`config.mk`:
```
export PLATFORM = sky130hd
export DESIGN_NAME = seq_shifter32
export DESIGN_NICKNAME = d
export VERILOG_FILES = /design/src/rtl/alu_pkg.sv /design/src/rtl/seq_shifter32_bit_reverse.sv /design/src/rtl/seq_shifter32.sv
export SDC_FILE = /design/constraint.sdc
export NUM_CORES = 1
export LEC_CHECK = 0
export CORE_AREA = 4 4 77 133
export DETAILED_ROUTE_END_ITERATION = 6
export DIE_AREA = 0 0 81 137
export MAX_ROUTING_LAYER = met4
export PLACE_DENSITY = 0.73
export SYNTH_ARGS = -nofsm -noshare
export SYNTH_HDL_FRONTEND = slang
export SYNTH_SLANG_ARGS = --single-unit
```
`constraint.sdc`:
```
create_clock -name clk -period 2 [get_ports clk]
set_input_delay 0.2 -clock clk [delete_from_list [all_inputs] [get_ports clk]]
set_output_delay 0.2 -clock clk [all_outputs]
set_load 0.005 [all_outputs]
```
`src/rtl/alu_pkg.sv`:
```
// Shared definitions for the ALU datapath: operation and FSM state encodings
// plus default datapath widths.
package alu_pkg;

    localparam int DEF_WIDTH = 32;
    localparam int DEF_SHW   = 5;

    typedef enum logic [1:0] {
        OP_SRL = 2'b00,
        OP_SLL = 2'b01,
        OP_SRA = 2'b10,
        OP_ROR = 2'b11
    } op_t;

    typedef enum logic {
        ST_IDLE  = 1'b0,
        ST_SHIFT = 1'b1
    } state_t;

endpackage

```
`src/rtl/seq_shifter32_bit_reverse.sv`:
```
// Combinational bit reverser: out[i] = in[WIDTH-1-i]. Pure wiring.
module bit_reverse #(
    parameter int WIDTH = 32
) (
    input  logic [WIDTH-1:0] in,
    output logic [WIDTH-1:0] out
);

    for (genvar i = 0; i < WIDTH; i++) begin : g_rev
        assign out[i] = in[WIDTH-1-i];
    end

endmodule

```
`src/rtl/seq_shifter32.sv`:
```
// Multi-cycle shift/rotate unit built around a one-bit-per-cycle right shifter.
// Left shifts run through the same shifter in the bit-reversed domain.
module seq_shifter32
    import alu_pkg::*;
#(
    parameter int WIDTH = DEF_WIDTH,
    parameter int SHW   = DEF_SHW
) (
    input  logic             clk,
    input  logic             rst,
    input  logic             start,
    input  logic [1:0]       op,
    input  logic [WIDTH-1:0] a,
    input  logic [SHW-1:0]   shamt,
    output logic             busy,
    output logic             done,
    output logic [WIDTH-1:0] result
);

    state_t           state;
    op_t              op_q;
    logic [WIDTH-1:0] work;
    logic [SHW-1:0]   cnt;
    logic             sign;
    logic             fill;
    logic [WIDTH-1:0] a_rev;
    logic [WIDTH-1:0] work_rev;

    bit_reverse #(.WIDTH(WIDTH)) u_rev_in  (.in(a),    .out(a_rev));
    bit_reverse #(.WIDTH(WIDTH)) u_rev_out (.in(work), .out(work_rev));

    // NOTE: every signal written in always_comb gets a default first, so no
    // path can leave it unassigned and infer a latch.
    always_comb begin
        fill = 1'b0;
        case (op_q)
            OP_SRA:  fill = sign;
            OP_ROR:  fill = work[0];
            default: fill = 1'b0;
        endcase
    end

    // NOTE: state uses non-blocking assignments so every register samples the
    // pre-edge values, independent of statement order.
    always_ff @(posedge clk) begin
        if (rst) begin
            state  <= ST_IDLE;
            op_q   <= OP_SRL;
            work   <= '0;
            cnt    <= '0;
            sign   <= 1'b0;
            busy   <= 1'b0;
            done   <= 1'b0;
            result <= '0;
        end else begin
            case (state)
                ST_IDLE: begin
                    done <= 1'b0;
                    if (start) begin
                        work  <= (op_t'(op) == OP_SLL) ? a_rev : a;
                        cnt   <= shamt;
                        op_q  <= op_t'(op);
                        sign  <= a[WIDTH-1];
                        busy  <= 1'b1;
                        state <= ST_SHIFT;
                    end
                end
                ST_SHIFT: begin
                    if (cnt != '0) begin
                        cnt  <= cnt - 1'b1;
                        work <= {fill, work[WIDTH-1:1]};
                    end else begin
                        // Undo the entry reversal for left shifts.
                        result <= (op_q == OP_SLL) ? work_rev : work;
                        done   <= 1'b1;
                        busy   <= 1'b0;
                        state  <= ST_IDLE;
                    end
                end
                default: state <= ST_IDLE;
            endcase
        end
    end

endmodule

```
After elaboration in Yosys (flattened, before gate mapping)
Cells that the tools add are included.
{"block": "op_classes", "addsub": 1, "eq_ne": 7, "muxes": 17, "bitwise_logic": 2, "n_reduce_logical": 5}
{"op": "two-way mux 32 bit", "n": 4}
{"op": "one-hot mux 32 bit (2 select lines)", "n": 1}
{"op": "two-way mux 5 bit", "n": 2}
{"op": "one-hot mux 5 bit (2 select lines)", "n": 1}
{"op": "one-hot mux 1 bit (2 select lines)", "n": 4}
{"op": "AND reduction 2 bit", "n": 4}
{"op": "two-way mux 1 bit", "n": 5}
{"op": "nonzero test 5 bit", "n": 1}
{"op": "subtractor 5 x 1 -> 5 bit, second input constant", "n": 1}
{"op": "equality test 2 x 1 -> 1 bit, second input constant", "n": 2}
{"op": "equality test 2 bit, second input constant", "n": 2}
{"op": "inequality test 2 bit, second input constant", "n": 2}
{"op": "inequality test 2 x 1 -> 1 bit, second input constant", "n": 1}
{"op": "inverter 1 bit", "n": 2}
{"block": "totals", "reg_bits": 75, "inputBits": 42, "out_inout_bits": 34, "word_cells": 40}

Logic depth before layout (Yosys ltp)
Gate-level depths: netlist of the first run.
{"block": "depth", "word_depth": 4, "depth_mapped": 7, "depth_no_buf": 5}

By module
From an unflattened synthesis of the first run, not the netlist that was laid out.
{"block": "hier_totals", "cells_unflattened": 567, "hier_area_um2": 4685.7}
{"mod": "seq_shifter32", "n_inst": 1, "cells_per_inst": 503, "area_each_um2": 4205.3, "seq_area_each_um2": 1501.4}
{"mod": "bit_reverse", "n_inst": 2, "cells_per_inst": 32, "area_each_um2": 240.2, "seq_area_each_um2": 0.0}

Worst setup path before layout of the first run
OpenSTA, ideal clock, no wires.
{"block": "synth_path", "path_kind": "register -> register", "from": "register cnt[0]", "to": "register result[1]", "setup_time_ps": 133, "arrival_ps": 1546, "required_ps": 1867, "slack_ps": 320, "path_stages_with_launch": 8, "n_path_buf": 2, "period_less_slack_ps": 1680, "path_cell_list": "dfxtp_1 inv_1 ha_1 or4b_1 buf_2 nor2_2 buf_2 a311oi_1"}
{"block": "synth_between", "elab_chain_len": 3}
{"element": "from (decl)", "line": "seq_shifter32.sv:23", "rtl": "logic [SHW-1:0] cnt;"}
{"element": "from (signal assigned)", "line": "seq_shifter32.sv:61", "rtl": "cnt <= shamt;"}
{"element": "from (signal assigned)", "line": "seq_shifter32.sv:70", "rtl": "cnt <= cnt - 1'b1;"}
{"element": "nonzero test 5 bit", "line": "seq_shifter32.sv:69", "rtl": "if (cnt != '0) begin"}
{"element": "inverter 1 bit (no line)"}
{"element": "AND reduction 2 bit (no line)"}
{"element": "to (signal assigned)", "line": "seq_shifter32.sv:74", "rtl": "result <= (op_q == OP_SLL) ? work_rev : work;"}
{"element": "to (decl)", "line": "seq_shifter32.sv:17", "rtl": "output logic [WIDTH-1:0] result"}
Every way passes these cells.
A chain may end at the register's enable or synchronous reset.

Final worst setup path of the first run
{"block": "layout_path", "from": "register cnt[0]", "to": "register result[30]"}
Same word-level chain as after synthesis.

==> results.py, run 1 <==
metrics = {
    "placement": {
        "dpl.hpwl_um": 8200,
        "gp_congestion": 0.802,
        "portBuffers": 75,
        "dpl_cell_area_um2": 4890,
        "placedCellCount": 660,
    },
    "setup_path": {
        "crit_arrival_ps": 2130,
        "path_class": "flip-flop to flip-flop",
        "worst-path-buf-inv": 2,
        "cp_slowest_cell": "or4b_1",
        "cp-end-kind": "flip-flop",
        "worst_ep_required_time_ps": 2190,
        "cp_cell_sequence": "inv_1, ha_1, or4b_1, nor2_2, buf_12, a311oi_1",
        "critical_path.startpoint_type": "flip-flop",
        "cp_top_family": "simple AND/OR/NAND/NOR gates",
        "cpPeakStageDelay_ps": 630,
        "path_max_fanout": 32,
    },
    "sta": {
        "setup_violations": 0,
        "fin_crit_sh_pct": 96.8,
        "hold_viol": 0,
        "relSlewSlack_pct": 74.1,
        "clock-skew-final_ps": 8.45,
        "maxSlewViolCount": 0,
        "max_freq_mhz": 517,
        "worst_pin_slew_ps": 388,
        "period_needed_ps": 1940,
    },
    "routing": {
        "num_vias": 3979,
        "routed_wl_um": 12100,
        "first_iter_violations": 363,
        "drc_errors": 0,
        "drtAntennaViolNets": 0,
        "avgViaCountPerCell": 5.89,
        "dr.pass1.iters": 5,
        "wire_per_inst_um": 17.8,
    },
    "die": {
        "start_util_pct": 44.6,
        "core_area_um2": 9090,
        "dieWidth_um": 81,
        "fp.dieH_um": 137,
        "row_count": 46,
        "die_area_um2": 11100,
        "num_io_pins": 76,
    },
    "cts": {
        "clockBufferDepth": 2,
        "numCtsBuffers": 9,
        "cts.clk_slew.worst_paths_ps": 60,
        "cts-root-buf": "clkbuf_16",
        "cts-htree-levels": 3,
        "postCtsSetupBuffers": 0,
        "cts_sinks": 75,
        "cts_tree": "done",
        "cts_resized": 0,
        "ctsHoldBuffers": 0,
        "clk_latency_ps": 330,
    },
    "flow_run": {
        "maxCapViolations": 0,
    },
    "synthesis": {
        "yosysSeqAreaShare_pct": 37.0,
        "syn_area_um2": 4050,
        "synth.distinct_cells": 33,
        "syn_inst": 506,
        "synthesis.nets": 549,
        "ys_seq_elements": 75,
        "synth-main-ff-cell": "dfxtp_1",
        "synth_edf_count": 0,
        "yosysWarnings": 0,
        "synth_async_sr_flop_share_pct": 0,
        "synth_area_per_cell_um2": 8.01,
    },
    "cells_and_area": {
        "drive_gt1_share_pct": 6.83,
        "diodes": 0,
        "fillers": 858,
        "final_cell_area_um2": 5210,
        "nNetsFinal": 594,
        "area_growth_pct": 28.5,
        "stdcell_count": 676,
    },
    "power_and_ir_drop": {
        "power_density_nw_per_um2": 875,
        "ir_worst_vdd_uv": 599,
        "leakagePower_uw": 0.00178,
    },
    "global_routing": {
        "grt_pass1_vias": 3929,
        "grt_max_degree": 81,
        "grt_usage_pct": 22.7,
        "antenna_found_initial": 0,
        "globalRouteOverflowTotal": 0,
        "grt_first_pass_wirelength_um": 18900,
    },
    "worst_hold_path": {
        "hp-class": "primary input to flip-flop",
    },
    "outcome": {
        "status": "completed",
    },
}
==> flip-flops by register name (all words and copies together) (netlist names) <==
name / cells
op_q: 2
sign: 1
result: 32
busy: 1
cnt: 5
work: 32
state: 1
done: 1
==> cell families after synthesis <==
| family | Yosys count | synth area share (%) |
|---|---|---|
| DFF | 75 | 37.0 |
| AOI/OAI and AO/OA | 145 | 25.8 |
| adders and majority gates | 1 | 0.309 |
| and+or+nand+nor | 186 | 20.5 |
| buffers and inverters | 60 | 6.67 |
| muxes | 39 | 9.69 |
==> worst register-to-register path, delay by kind of cell (launching register included) <==
kind	cells	cell delay, ps
AOI/OAI and AO/OA	1	140
adders and majority gates	1	190
buffers and inverters	2	310
DFF	1	330
and+or+nand+nor	2	840
==> Yosys cell counts, types with 2 or more instances <==
cell	instances	share of area, %
a311oi_1	32	6.9
mux2_2	2	0.56
nand2b_1	2	0.31
a32o_1	31	7.7
inv_1	5	0.46
buf_1	6	0.56
a211oi_1	4	0.74
nand2_1	103	9.5
buf_2	12	1.5
nor2b_1	36	5.6
buf_6	4	1.1
nor3_1	2	0.25
clkbuf_1	33	3.1
dfxtp_1	75	37
mux2i_1	37	9.1
a21oi_1	69	8.5
nor2_1	37	3.4
==> routing by layer <==
layer | GRT usage [%] | share of wire (%)
met1 | 22.2 | 35
met2 | 40.8 | 55
met3 | 3.03 | 3.8
met4 | 14.8 | 6.3
met5 | - | 0
==> through the flow <==
stage          power [uW]  worst slack [ps]  utilization [%]  hold slack, ps  TNS, ps
2_1_floorplan        2460               320                -             336        0
3_3_place_gp         2850               206             53.8             455        0
3_5_place_dp         2890               103             53.8             474        0
4_1_cts              4560              85.0             57.2             261        0
5_1_grt              4750             -8.25             57.3             295    -8.25
6_report             4560              64.8             57.3             270        0
==> cells in the final DEF (no fill, tap or decap), types with 3 or more instances in the layout <==
cell             instances
a211oi_1                 4
buf_12                   6
nor2b_1                 34
dfxtp_1                 74
clkbuf_16                9
nand2_1                103
clkbuf_8                 3
clkdlybuf4s50_1         74
a32o_1                  31
mux2i_1                 37
nor2_1                  37
a21oi_1                 69
a311oi_1                32
buf_4                    7
inv_1                    5
==> final cells by class <==
cell class                      count  area, um2  share of cell area, %
Multi-Input combinational cell    371       2290                   44.0
Sequential cell                    75       1500                   28.9
Timing Repair Buffer               89        930                   17.9
Clock buffer                       13        270                   5.19
Tap cell                          120        150                   2.88
Clock inverter                      3       43.8                  0.841
Inverter                            5       18.8                  0.360
==> path summary, 6_finish.rpt <==
check,start,endpoint,slack (ps),cells past startpoint
max,cnt[0],result[30],60,6
min,rst,work[20],270,3
max reg2reg,cnt[0],result[30],60,6
min reg2reg,sign,sign,480,2
==> power by group <==
group          internal, uW  switching (uW)
clock                  1070             615
combinational           508             529
sequential             1650             182
(Power assumes the default switching activity.)
==> run 2, diff against run 1 <==
--- a/config.mk
+++ b/config.mk
@@ -5,11 +5,13 @@
 export SDC_FILE = /design/constraint.sdc
 export NUM_CORES = 1
 export LEC_CHECK = 0
-export CORE_AREA = 4 4 77 133
+export CORE_AREA = 4 4 100 102
 export DETAILED_ROUTE_END_ITERATION = 6
-export DIE_AREA = 0 0 81 137
+export DIE_AREA = 0 0 104 106
+export HOLD_SLACK_MARGIN = 0.02
 export MAX_ROUTING_LAYER = met4
-export PLACE_DENSITY = 0.73
+export PLACE_DENSITY = 0.74
+export RECOVER_POWER = 50
 export SYNTH_ARGS = -nofsm -noshare
 export SYNTH_HDL_FRONTEND = slang
 export SYNTH_SLANG_ARGS = --single-unit
==> run 2 against run 1 <==
  * Register-to-register slack better by 90 ps
  * First-iteration DRC count is 27% higher
  * Die area down 0.66%
  * Hold slack gained 130 ps
==> results.py, run 2 (synthesis results as in run 1) <==
metrics = {
    "placement": {
        "portBuffers": 75,
        "placedCellCount": 656,
        "dpl.hpwl_um": 7320,
        "gp_congestion": 0.854,
        "dpl_cell_area_um2": 4920,
    },
    "cells_and_area": {
        "final_cell_area_um2": 5070,
        "drive_gt1_share_pct": 7.32,
        "layout_commonest_cell": "nand2_1",
        "nNetsFinal": 599,
        "largestRegisters": "result (32), work (32), cnt (5)",
        "area_growth_pct": 25.0,
        "layout_common_cells": "nand2_1 (103), dfxtp_1 (74), a21oi_1 (69)",
        "stdcell_count": 671,
        "fillers": 852,
        "diodes": 0,
    },
    "power_and_ir_drop": {
        "power_density_nw_per_um2": 757,
        "p_seq_share_pct": 47.2,
        "p_int_uw": 2610,
        "p_sw_uw": 1230,
        "combPwrFrac_pct": 26.3,
        "power_frac_clock_pct": 26.5,
        "switching_share_pct": 31.9,
        "leakagePower_uw": 0.00183,
        "ir_worst_vdd_uv": 335,
    },
    "die": {
        "row_count": 35,
        "num_io_pins": 76,
        "start_util_pct": 44.5,
        "fp.dieH_um": 106,
        "dieWidth_um": 104,
        "die_area_um2": 11000,
        "core_area_um2": 9110,
    },
    "sta": {
        "timing.setup.tns_ps": 0,
        "max_freq_mhz": 543,
        "hold_viol": 0,
        "fin_crit_sh_pct": 92.1,
        "worst_pin_slew_ps": 585,
        "rsz0062_at_grt": "no",
        "maxSlewViolCount": 0,
        "relSlewSlack_pct": 61.0,
        "clock-skew-final_ps": 7.81,
        "setup_violations": 0,
        "period_needed_ps": 1840,
    },
    "global_routing": {
        "grt_pass1_vias": 3467,
        "grt_first_pass_wirelength_um": 17100,
        "grt_usage_pct": 19.2,
        "antenna_found_initial": 0,
        "globalRouteOverflowTotal": 0,
        "grt_max_degree": 107,
    },
    "routing": {
        "dr.pass1.iters": 5,
        "wire_per_inst_um": 16.0,
        "first_iter_violations": 462,
        "routed_wl_um": 10700,
        "drc_errors": 0,
        "num_vias": 3887,
        "drtAntennaViolNets": 0,
        "avgViaCountPerCell": 5.79,
    },
    "cts": {
        "cts-root-buf": "clkbuf_8",
        "clk_latency_ps": 340,
        "numCtsBuffers": 9,
        "postCtsSetupBuffers": 0,
        "cts_tree": "done",
        "clockBufferDepth": 2,
        "cts_sinks": 75,
        "ctsHoldBuffers": 0,
        "cts.clk_slew.worst_paths_ps": 80,
        "cts-htree-levels": 3,
    },
    "setup_path": {
        "cp-end-kind": "flip-flop",
        "path_class": "flip-flop to flip-flop",
        "worst_ep_required_time_ps": 2280,
        "worstReg2RegStart": "cnt[0]",
        "critical_path.startpoint_type": "flip-flop",
        "crit_path_start": "cnt[0]",
        "path_max_fanout": 32,
        "crit_arrival_ps": 2130,
    },
    "worst_hold_path": {
        "hp-class": "primary input to flip-flop",
        "min_from": "rst",
    },
    "flow_run": {
        "maxCapViolations": 0,
    },
    "outcome": {
        "status": "completed",
    },
}
run 2: final cells by class:
type                    instances  area, um2  area share (%)
inverters                       5       18.8           0.370
repair buffers                 94        955            18.8
well taps                     111        139            2.74
multi-input cells             371       2290            45.2
clock inverters                 3       15.0           0.296
clock buffers                  12        145            2.86
flip-flops and latches         75       1500            29.6
run 2: metal layers:
layer / up-vias / GRT usage, % / share of wire [%]
met5: - / - / 0
met4: 0 / 6.46 / 1.3
met3: 13 / 3.10 / 6.9
met2: 147 / 28.9 / 46
met1: 1812 / 26.4 / 46
li1: 1915 / - / -
run 2: per-stage QoR:
step / setup slack, ps / total power, uW / utilization [%] / hold WS, ps
6_report: 158 / 3840 / 55.6 / 399
5_1_grt: 40.8 / 4020 / 55.6 / 410
4_1_cts: 96.9 / 3860 / 55.8 / 375
3_5_place_dp: 126 / 2870 / 54.0 / 456
3_3_place_gp: 203 / 2840 / 54.0 / 447
2_1_floorplan: 320 / 2460 / - / 336
run 2: worst paths after layout:
check                   to  cells after the start  slack (ps)
setup / recovery  work[26]                      6         160
hold / removal       state                      3         400
setup reg to reg  work[26]                      6         160
hold reg to reg       sign                      2         460
run 2: repair_timing:
| action | 4_1_cts | 5_1_grt |
|---|---|---|
| hold endpoints to repair | 0 | 0 |
| endpoints found under the setup margin | 0 | 11 |
| gates resized for setup | 0 | 1 |
run 2: power groups by stage:
stage / clock [uW] / sequential, uW / combinational (uW)
final: 1020 / 1810 / 1010
after global routing: 1080 / 1830 / 1110
after CTS: 1020 / 1810 / 1040
after detailed placement: 0 / 1840 / 1030
after global placement: 0 / 1830 / 1000
after floorplan: 0 / 1780 / 684
run 2: worst max-delay path, stage by stage, from the launching register on:
cell,delay [ps]
dfxtp_1,340
inv_1,90
ha_1,200
or4b_4,540
a21oi_4,170
buf_6,260
a32o_1,180
